[src/rtl/mask_blob_tracker.sv]
// Run extraction and single-blob bounding-box tracker over a per-pixel threshold mask.
module mask_blob_tracker #(
  parameter int unsigned CNT_W = 16
) (
  input  logic             clk,
  input  logic             rst_n,
  input  logic             pix_en,
  input  logic             mask,
  input  logic [9:0]       tv_x,
  input  logic [9:0]       tv_y,
  input  logic [9:0]       x_max,
  input  logic [8:0]       blob_min_x,
  input  logic [8:0]       blob_min_y,
  output logic             run_valid,
  output logic [9:0]       run_x1,
  output logic [9:0]       run_x2,
  output logic [9:0]       run_y,
  output logic             blob_valid,
  input  logic             blob_ready,
  output logic [9:0]       blob_x1,
  output logic [9:0]       blob_x2,
  output logic [9:0]       blob_y1,
  output logic [9:0]       blob_y2,
  output logic [CNT_W-1:0] blob_count,
  output logic [CNT_W-1:0] frame_count,
  output logic             frame_stb,
  output logic             blob_ovf
);

  localparam int unsigned XW = 10;
  localparam int unsigned LW = 11;

  typedef enum logic { R_IDLE, R_IN }   run_state_t;
  typedef enum logic { B_IDLE, B_OPEN } blob_state_t;

  run_state_t  run_state, run_state_d;
  blob_state_t blob_state, blob_state_d;

  logic [XW-1:0] last_x, last_y, run_start, start_d;
  logic          eol_q, eof_q, fr_pend;
  logic          line_chg, frame_new;

  logic          cls, open_pix, run_ok;
  logic [XW-1:0] cls_x1, cls_x2, cls_y;
  logic [LW-1:0] run_len;

  logic [XW-1:0] bx1, bx2, by1, by2, nx1, nx2, ny1, ny2;
  logic          hit, hit_d, ext, open_eff, emit;
  logic [LW-1:0] height;

  assign line_chg  = pix_en && (tv_y != last_y);
  assign frame_new = line_chg && (tv_y < last_y);

  // Run FSM next state: detect run closure and where a new run starts
  always_comb begin
    run_state_d = run_state;
    start_d     = run_start;
    cls         = 1'b0;
    cls_x1      = run_start;
    cls_x2      = last_x;
    cls_y       = last_y;
    open_pix    = 1'b0;
    if (pix_en) begin
      if (run_state == R_IN) begin
        if (line_chg) begin
          cls         = 1'b1;
          run_state_d = R_IDLE;
          open_pix    = 1'b1;
        end else if (!mask) begin
          cls         = 1'b1;
          cls_y       = tv_y;
          run_state_d = R_IDLE;
        end else if (tv_x == x_max) begin
          cls         = 1'b1;
          cls_x2      = tv_x;
          cls_y       = tv_y;
          run_state_d = R_IDLE;
        end
      end else begin
        open_pix = 1'b1;
      end
      // Pixels right of the ROI edge never start a run
      if (open_pix && mask && (tv_x <= x_max)) begin
        start_d = tv_x;
        if (tv_x == x_max) begin
          // A same-cycle line-change closure takes priority over a 1-px edge run
          if (!cls) begin
            cls    = 1'b1;
            cls_x1 = tv_x;
            cls_x2 = tv_x;
            cls_y  = tv_y;
          end
          run_state_d = R_IDLE;
        end else begin
          run_state_d = R_IN;
        end
      end
    end
    run_len = LW'(cls_x2) - LW'(cls_x1) + LW'(1);
    run_ok  = cls && (run_len >= LW'(blob_min_x));
  end

  // Run FSM state, line tracking and registered run output
  always_ff @(posedge clk or negedge rst_n) begin
    if (!rst_n) begin
      run_state <= R_IDLE;
      run_start <= '0;
      last_x    <= '0;
      last_y    <= '0;
      eol_q     <= 1'b0;
      eof_q     <= 1'b0;
      fr_pend   <= 1'b0;
      run_valid <= 1'b0;
      run_x1    <= '0;
      run_x2    <= '0;
      run_y     <= '0;
    end else begin
      run_state <= run_state_d;
      run_start <= start_d;
      if (pix_en) begin
        last_x <= tv_x;
        last_y <= tv_y;
      end
      eol_q     <= line_chg;
      eof_q     <= frame_new;
      fr_pend   <= eof_q;
      run_valid <= run_ok;
      if (run_ok) begin
        run_x1 <= cls_x1;
        run_x2 <= cls_x2;
        run_y  <= cls_y;
      end
    end
  end

  // Blob FSM next state: apply this cycle's run, then evaluate end-of-line/frame closure
  always_comb begin
    blob_state_d = blob_state;
    nx1          = bx1;
    nx2          = bx2;
    ny1          = by1;
    ny2          = by2;
    hit_d        = hit;
    emit         = 1'b0;
    ext          = 1'b0;
    open_eff     = 1'b0;
    if (blob_state == B_IDLE) begin
      if (run_valid) begin
        nx1          = run_x1;
        nx2          = run_x2;
        ny1          = run_y;
        ny2          = run_y;
        hit_d        = 1'b1;
        open_eff     = 1'b1;
        blob_state_d = B_OPEN;
      end
    end else begin
      open_eff = 1'b1;
      ext = run_valid
            && ((run_y == by2) || (LW'(run_y) == LW'(by2) + LW'(1)))
            && (run_x1 <= bx2) && (run_x2 >= bx1);
      if (ext) begin
        nx1   = (run_x1 < bx1) ? run_x1 : bx1;
        nx2   = (run_x2 > bx2) ? run_x2 : bx2;
        ny2   = run_y;
        hit_d = 1'b1;
      end
    end
    height = LW'(ny2) - LW'(ny1) + LW'(1);
    if (open_eff) begin
      if (eof_q || (eol_q && !hit_d)) begin
        emit         = (height >= LW'(blob_min_y));
        hit_d        = 1'b0;
        blob_state_d = B_IDLE;
      end else if (eol_q) begin
        hit_d = 1'b0;
      end
    end
  end

  // Blob FSM state, blob output handshake and frame counters
  always_ff @(posedge clk or negedge rst_n) begin
    if (!rst_n) begin
      blob_state  <= B_IDLE;
      bx1         <= '0;
      bx2         <= '0;
      by1         <= '0;
      by2         <= '0;
      hit         <= 1'b0;
      blob_valid  <= 1'b0;
      blob_x1     <= '0;
      blob_x2     <= '0;
      blob_y1     <= '0;
      blob_y2     <= '0;
      blob_ovf    <= 1'b0;
      blob_count  <= '0;
      frame_count <= '0;
      frame_stb   <= 1'b0;
    end else begin
      blob_state <= blob_state_d;
      bx1        <= nx1;
      bx2        <= nx2;
      by1        <= ny1;
      by2        <= ny2;
      hit        <= hit_d;
      if (emit) begin
        if (blob_valid && !blob_ready) begin
          blob_ovf <= 1'b1;
        end else begin
          blob_valid <= 1'b1;
          blob_x1    <= nx1;
          blob_x2    <= nx2;
          blob_y1    <= ny1;
          blob_y2    <= ny2;
        end
      end else if (blob_valid && blob_ready) begin
        blob_valid <= 1'b0;
      end
      if (fr_pend) begin
        frame_count <= blob_count;
        blob_count  <= emit ? CNT_W'(1) : '0;
        frame_stb   <= 1'b1;
      end else begin
        frame_stb <= 1'b0;
        if (emit) blob_count <= blob_count + CNT_W'(1);
      end
    end
  end

endmodule
[config.mk]
export PLATFORM = sky130hd
export DESIGN_NAME = mask_blob_tracker
export DESIGN_NICKNAME = d
export VERILOG_FILES = /design/src/rtl/mask_blob_tracker.sv
export SDC_FILE = /design/constraint.sdc
export NUM_CORES = 1
export LEC_CHECK = 0
export CAP_MARGIN = 10
export CORE_MARGIN = 10
export CORE_UTILIZATION = 40
export DETAILED_ROUTE_END_ITERATION = 7
export HOLD_SLACK_MARGIN = 0.12
export PLACE_DENSITY = 0.69
export SLEW_MARGIN = 20
export SYNTH_ARGS = -nofsm -noshare
export SYNTH_HDL_FRONTEND = slang
export SYNTH_SLANG_ARGS = --single-unit
[constraint.sdc]
create_clock -name clk -period 7.5 [get_ports clk]
set_input_delay 1.5 -clock clk [delete_from_list [all_inputs] [get_ports clk]]
set_output_delay 1.5 -clock clk [all_outputs]
set_load 0.02 [all_outputs]
Yosys cells after proc, flatten, opt, wreduce, memory -nomap -nowiden:

Cells that the tools add are included.

* flip-flop bits (word level): 182
* latch bits: 0
* memory bits (writable): 0
* bits in read-only memories: 0
* bits of input ports: 53
* output and inout port bits: 106
* word-level logic and storage cells: 135
* memories kept: 0

* add/subtract/negate cells: 6
* multipliers: 0
* div/mod/pow operators: 0
* magnitude comparators: 8
* equal/unequal tests: 5
* shifts and indexed selects: 0
* multiplexer cells: 68
* bitwise logic cells: 1
* reductions and logical operators: 21

Operators by type and width (count)
* two-way mux 10 bit: 33
* two-way mux 1 bit: 33
* two-way mux 16 bit: 2
* adder 11 x 1 -> 11 bit (second input constant): 2
* greater-or-equal comparator 11 x 9 -> 1 bit: 2
* subtractor 10 x 10 -> 11 bit: 2
* equality test 10 bit: 2
* less-or-equal comparator 10 bit: 2
* < comparator 10 bit: 2
* adder 16 x 1 -> 16 bit (second input constant): 1
* adder 10 x 1 -> 11 bit (second input constant): 1
* equality test 10 x 11 -> 1 bit: 1
* logical AND 1 bit: 11
* greater-or-equal comparator 10 bit: 1
* greater-than comparator 10 bit: 1
* inequality test 10 bit: 1
* AND reduction 2 bit: 4
* nonzero test 2 bit: 2
* logical NOT 1 bit: 2
* logical OR 1 bit: 2
* inequality test 2 bit (second input constant): 1
* inverter 1 bit: 1

Logic depth before layout (Yosys ltp):

* depth in word-level cells: 15
* gate-level depth with buffers: 30
* depth with buffers taken out: 27

Worst setup path after synthesis:

OpenSTA, ideal clock, no wires.

* path kind: input to register
* from: input tv_y[9]
* to: register run_x1[1]
* setup time: 0.125 ns
* arrival time: 6.228 ns
* required time: 7.375 ns
* path slack: 1.147 ns
* cell stages on the path: 23
* buffers on the path: 2
* cells stage by stage: ha_1 > nand3_1 > nor3_1 > nand2b_1 > inv_1 > nand2_1 > nand4_1 > clkbuf_1 > mux2_2 > ha_1 > ha_1 > a21o_1 > a21oi_1 > nor2b_1 > or4_1 > a31oi_1 > xnor2_1 > ha_1 > a21o_1 > a31oi_1 > a311oi_1 > buf_2 > mux2_2

* cells in the longest elaborated chain, start to end: 13
* elaborated cells on any way between the ends: 27
* those cells by class: 2 x add/sub; 1 x order compare; 1 x eq/ne; 19 x mux; 4 x reduce/logical

Ends and longest elaborated chain
* start: declaration: RTL line 10 `input logic [9:0] tv_y,`
* inequality test 10 bit (*): RTL line 51 `assign line_chg = pix_en && (tv_y != last_y);`
* logical AND 1 bit (*): RTL line 51
* named net line_chg: RTL line 41 `logic line_chg, frame_new;`
* two-way mux 1 bit: RTL line 65 `if (line_chg) begin`
* two-way mux 1 bit: RTL line 64 `if (run_state == R_IN) begin`
* two-way mux 1 bit: RTL line 63 `if (pix_en) begin`
* two-way mux 10 bit or logical AND 1 bit (tied branches): RTL line 87, 83
* two-way mux 10 bit or logical AND 1 bit (tied branches): RTL line 85, 83
* two-way mux 10 bit (*): RTL line 83 `if (open_pix && mask && (tv_x <= x_max)) begin`
* two-way mux 10 bit (*): RTL line 63
* named net cls_x2[2]: RTL line 44 `logic [XW-1:0] cls_x1, cls_x2, cls_y;`
* subtractor 10 x 10 -> 11 bit (*): RTL line 99 `run_len = LW'(cls_x2) - LW'(cls_x1) + LW'(1);`
* adder 11 x 1 -> 11 bit (*): RTL line 99
* greater-or-equal comparator 11 x 9 -> 1 bit (*): RTL line 100 `run_ok = cls && (run_len >= LW'(blob_min_x));`
* logical AND 1 bit (*): RTL line 100
* end signal: assignment: RTL line 129 `run_x1 <= cls_x1;`
* end: declaration: RTL line 15 `output logic [9:0] run_x1,`

The timed path passes the listed nets; every way through them passes the cells marked *. The select of a mux whose other input is x is not followed.
A chain may end at the register's enable or synchronous reset.

Worst setup path after layout:

* from: input tv_x[9]
* to: register run_x2[9]

* cells in the longest elaborated chain, start to end: 14
* elaborated cells on any way between the ends: 27
* those cells by class: 2 x add/sub; 2 x order compare; 1 x eq/ne; 20 x mux; 2 x reduce/logical

Ends and longest elaborated chain
* start: declaration: RTL line 9 `input logic [9:0] tv_x,`
* equality test 10 bit: RTL line 73, 85
* two-way mux 1 bit: RTL line 73 `end else if (tv_x == x_max) begin`
* two-way mux 1 bit: RTL line 69 `end else if (!mask) begin`
* two-way mux 1 bit: RTL line 65
* two-way mux 1 bit: RTL line 64
* two-way mux 1 bit: RTL line 63
* two-way mux 10 bit: RTL line 87 `if (!cls) begin`
* two-way mux 10 bit: RTL line 85 `if (tv_x == x_max) begin`
* two-way mux 10 bit: RTL line 83
* two-way mux 10 bit: RTL line 63
* subtractor 10 x 10 -> 11 bit: RTL line 99
* adder 11 x 1 -> 11 bit: RTL line 99
* greater-or-equal comparator 11 x 9 -> 1 bit: RTL line 100
* logical AND 1 bit: RTL line 100
* end signal: assignment: RTL line 130 `run_x2 <= cls_x2;`
* end: declaration: RTL line 16 `output logic [9:0] run_x2,`

Several ways; a longest one is shown, not always the timed one. The select of a mux whose other input is x is not followed.

==> flow_summary.toml <==
[min_path]
holdCritPathClass = "reg -> reg"

[finish]
drive_gt1_share_pct = 16.2
stdcell_area_um2 = 13400
final_util_pct = 50.3
fillers = 2420
area_growth_syn_to_layout_pct = 24.5
nNetsFinal = 1312
n_antenna_cell = 0
regArea_um2 = 4550
multi_input_area_um2 = 5750

[sta]
period_minus_slack_ns = 6.72
hold_viol = 0
clock.fmax_mhz = 149
final-setup-viol-count = 0
max_slew_margin_pct = 28.5
rsz0062_at_grt = "no"
drv_slew = 0
fin_skew_ns = 0.0109
hold_slack_ns = 0.466
period_share_pct = 89.6
setup_tns_ns = 0
tightest_slew_ns = 1.07

[power_and_ir_drop]
powerDensity_nw_per_um2 = 431
leakagePower_nw = 6.23
ir_drop_mv = 0.180

[critical_path]
critPathCaptureType = "flop"
required_ns = 7.80
critPathMaxFanout = 31
start_kind = "input port"
arrival_ns = 7.02
worstSetupPathType = "in -> reg"

[placement]
place_area_um2 = 12800
portBuffers = 158
hpwl_mm = 20.7
routabilityCongestion = 0.870

[drt]
drc = 0
drt_iter0_markers = 484
final_antenna_net_count = 0
avgViaCountPerCell = 5.22
routed_wl_mm = 26.6
drt-pass1-iter-count = 4
detail_route.wl_per_cell_um = 17.8
vias = 7786

[yosys]
syn_area_per_cell_um2 = 11.0
ys_warn_count = 0
synthTopCellsByArea = "dfrtp_1, ha_1, mux2_2, inv_1, mux2i_1"
syn_nets = 1150
ys_seq_area_share_pct = 42.2
synth_top_area_share_pct = 42.2
ys_seq_elements = 182
synth-edff-count = 0
yosysMostFrequentCell = "dfrtp_1"
synth_cell_types = 64
syn_inst = 978
syn_area_um2 = 10800
synthTopCellsByCount = "dfrtp_1, mux2_2, ha_1"
synthArstFlopShare_pct = 100
synth_area_leader_cell = "dfrtp_1"
yosys_most_used_dff = "dfrtp_1"

[grt]
grt_pass1_wl_mm = 43.2
antenna_found_initial = 0
grt_pass1_vias = 8089
overflow = 0
grtUsageTotal_pct = 15.8
grt_max_degree = 106

[clocking]
cts_sinks = 182
cts_setup_buffers = 0
ctsLongestPathBuffers = 2
clkLatencyLatePin_ns = 0.43
cts_buffers = 17
cts_tree = "done"
clkSlewWorstSetupHoldPaths_ns = 0.07
cts_max_level = 4
cts-root-buf = "clkbuf_16"
cts_resized = 0
postCtsHoldBufs = 0

[floorplan]
die_w_um = 184
num_rows = 60
dieArea_um2 = 34000
coreArea_um2 = 26700
initial_utilization_pct = 40.4
ios = 159
die_h_um = 184

[outcome]
status = "finished clean"

[job]
maxCapViolCount = 0
==> where the power goes <==
group / switching (mW) / leakage (nW) / internal [mW]
Combinational: 1.69 / 3.67 / 1.54
Clock: 0.410 / 0.282 / 0.505
Sequential: 0.322 / 2.27 / 1.32
Total: 2.43 / 6.23 / 3.36
==> sequential cells by signal (all words and copies together) (netlist names), 10 cells and up <==
name         flops
last_y          10
blob_y2         10
frame_count     16
run_start       10
run_x2          10
blob_x1         10
blob_count      16
by1             10
bx1             10
blob_y1         10
bx2             10
blob_x2         10
run_y           10
last_x          10
run_x1          10
by2             10
==> worst max-delay path: stages <==
cell	delay, ns
clkdlybuf4s50_1	0.53
ha_1	0.35
nand4_1	0.15
nor2_1	0.20
nand3_1	0.18
or3_1	0.49
mux2i_1	0.35
ha_1	0.33
ha_1	0.30
a21o_1	0.16
a21oi_1	0.21
nor2b_1	0.09
or4_1	0.43
a31oi_1	0.22
xnor2_1	0.09
ha_1	0.29
a21o_1	0.12
a31oi_1	0.06
a311oi_4	0.32
buf_12	0.26
mux2_2	0.37
==> worst paths after layout <==
| check | start | end | slack (ns) | depth (start not counted) |
|---|---|---|---|---|
| max reg2reg | run_y[9] | blob_count[7] | 0.84 | 26 |
| min in group asynchronous | rst_n | blob_x1[0] | 1.01 | 1 |
| min | blob_ovf | blob_ovf | 0.47 | 1 |
| max in group asynchronous | rst_n | by1[7] | 5.40 | 3 |
| min reg2reg | blob_ovf | blob_ovf | 0.47 | 1 |
| max | tv_x[9] | run_x2[9] | 0.78 | 21 |
==> final cells by class <==
type | instances | area share (%)
inverters | 97 | 2.71
clock buffers | 18 | 3.27
clock inverters | 12 | 1.07
multi-input cells | 668 | 42.8
repair buffers | 174 | 13.1
flip-flops and latches | 182 | 33.9
well taps | 341 | 3.18
==> stage by stage <==
step                worst slack [ns]  std cells  total power, mW
floorplan                       1.15        978             3.79
global placement               0.520       1460             4.80
detailed placement             0.399       1460             4.90
CTS                            0.822       1490             5.84
global route                   0.354       1492             6.32
finish                         0.780       1492             5.79
==> cells in the final DEF (no fill, tap or decap), drive strengths merged, types with 3 or more instances in the layout <==
cell / count
dfrtp: 182
clkdlybuf4s50: 157
mux2: 135
ha: 117
inv: 103
nand2: 61
o21ai: 36
a21oi: 34
mux2i: 31
nor2: 25
xnor2: 23
nor2b: 21
nand3: 18
or4: 18
clkbuf: 18
buf: 17
o21a: 16
a21o: 15
nand4: 14
o31ai: 13
nor3: 11
nand2b: 7
and3: 6
a31oi: 6
xor2: 5
o211ai: 4
o2111ai: 4
or3: 3
a211oi: 3
nor3b: 3
and2: 3
nor4: 3
o41ai: 3
==> routing by layer <==
layer / GRT usage, % / share of wire [%]
met3: 3.31 / 4.4
met5: 0 / 0
met1: 21.0 / 48
met4: 4.26 / 1.2
met2: 25.5 / 47
==> kinds of logic (layout without fill, tap and decap cells) <==
logic type	Yosys count	after routing	share of synthesized area (%)
multiplexers	166	166	17.2
XOR/XNOR	28	28	2.27
AND/OR/NAND/NOR	197	197	9.42
adder cells (fa/ha/maj)	119	119	13.9
flip-flops	182	182	42.2
buffers and inverters	128	301	4.76
AO/OA/AOI/OAI	158	158	10.2
Power figures use the tool's default switching activity.
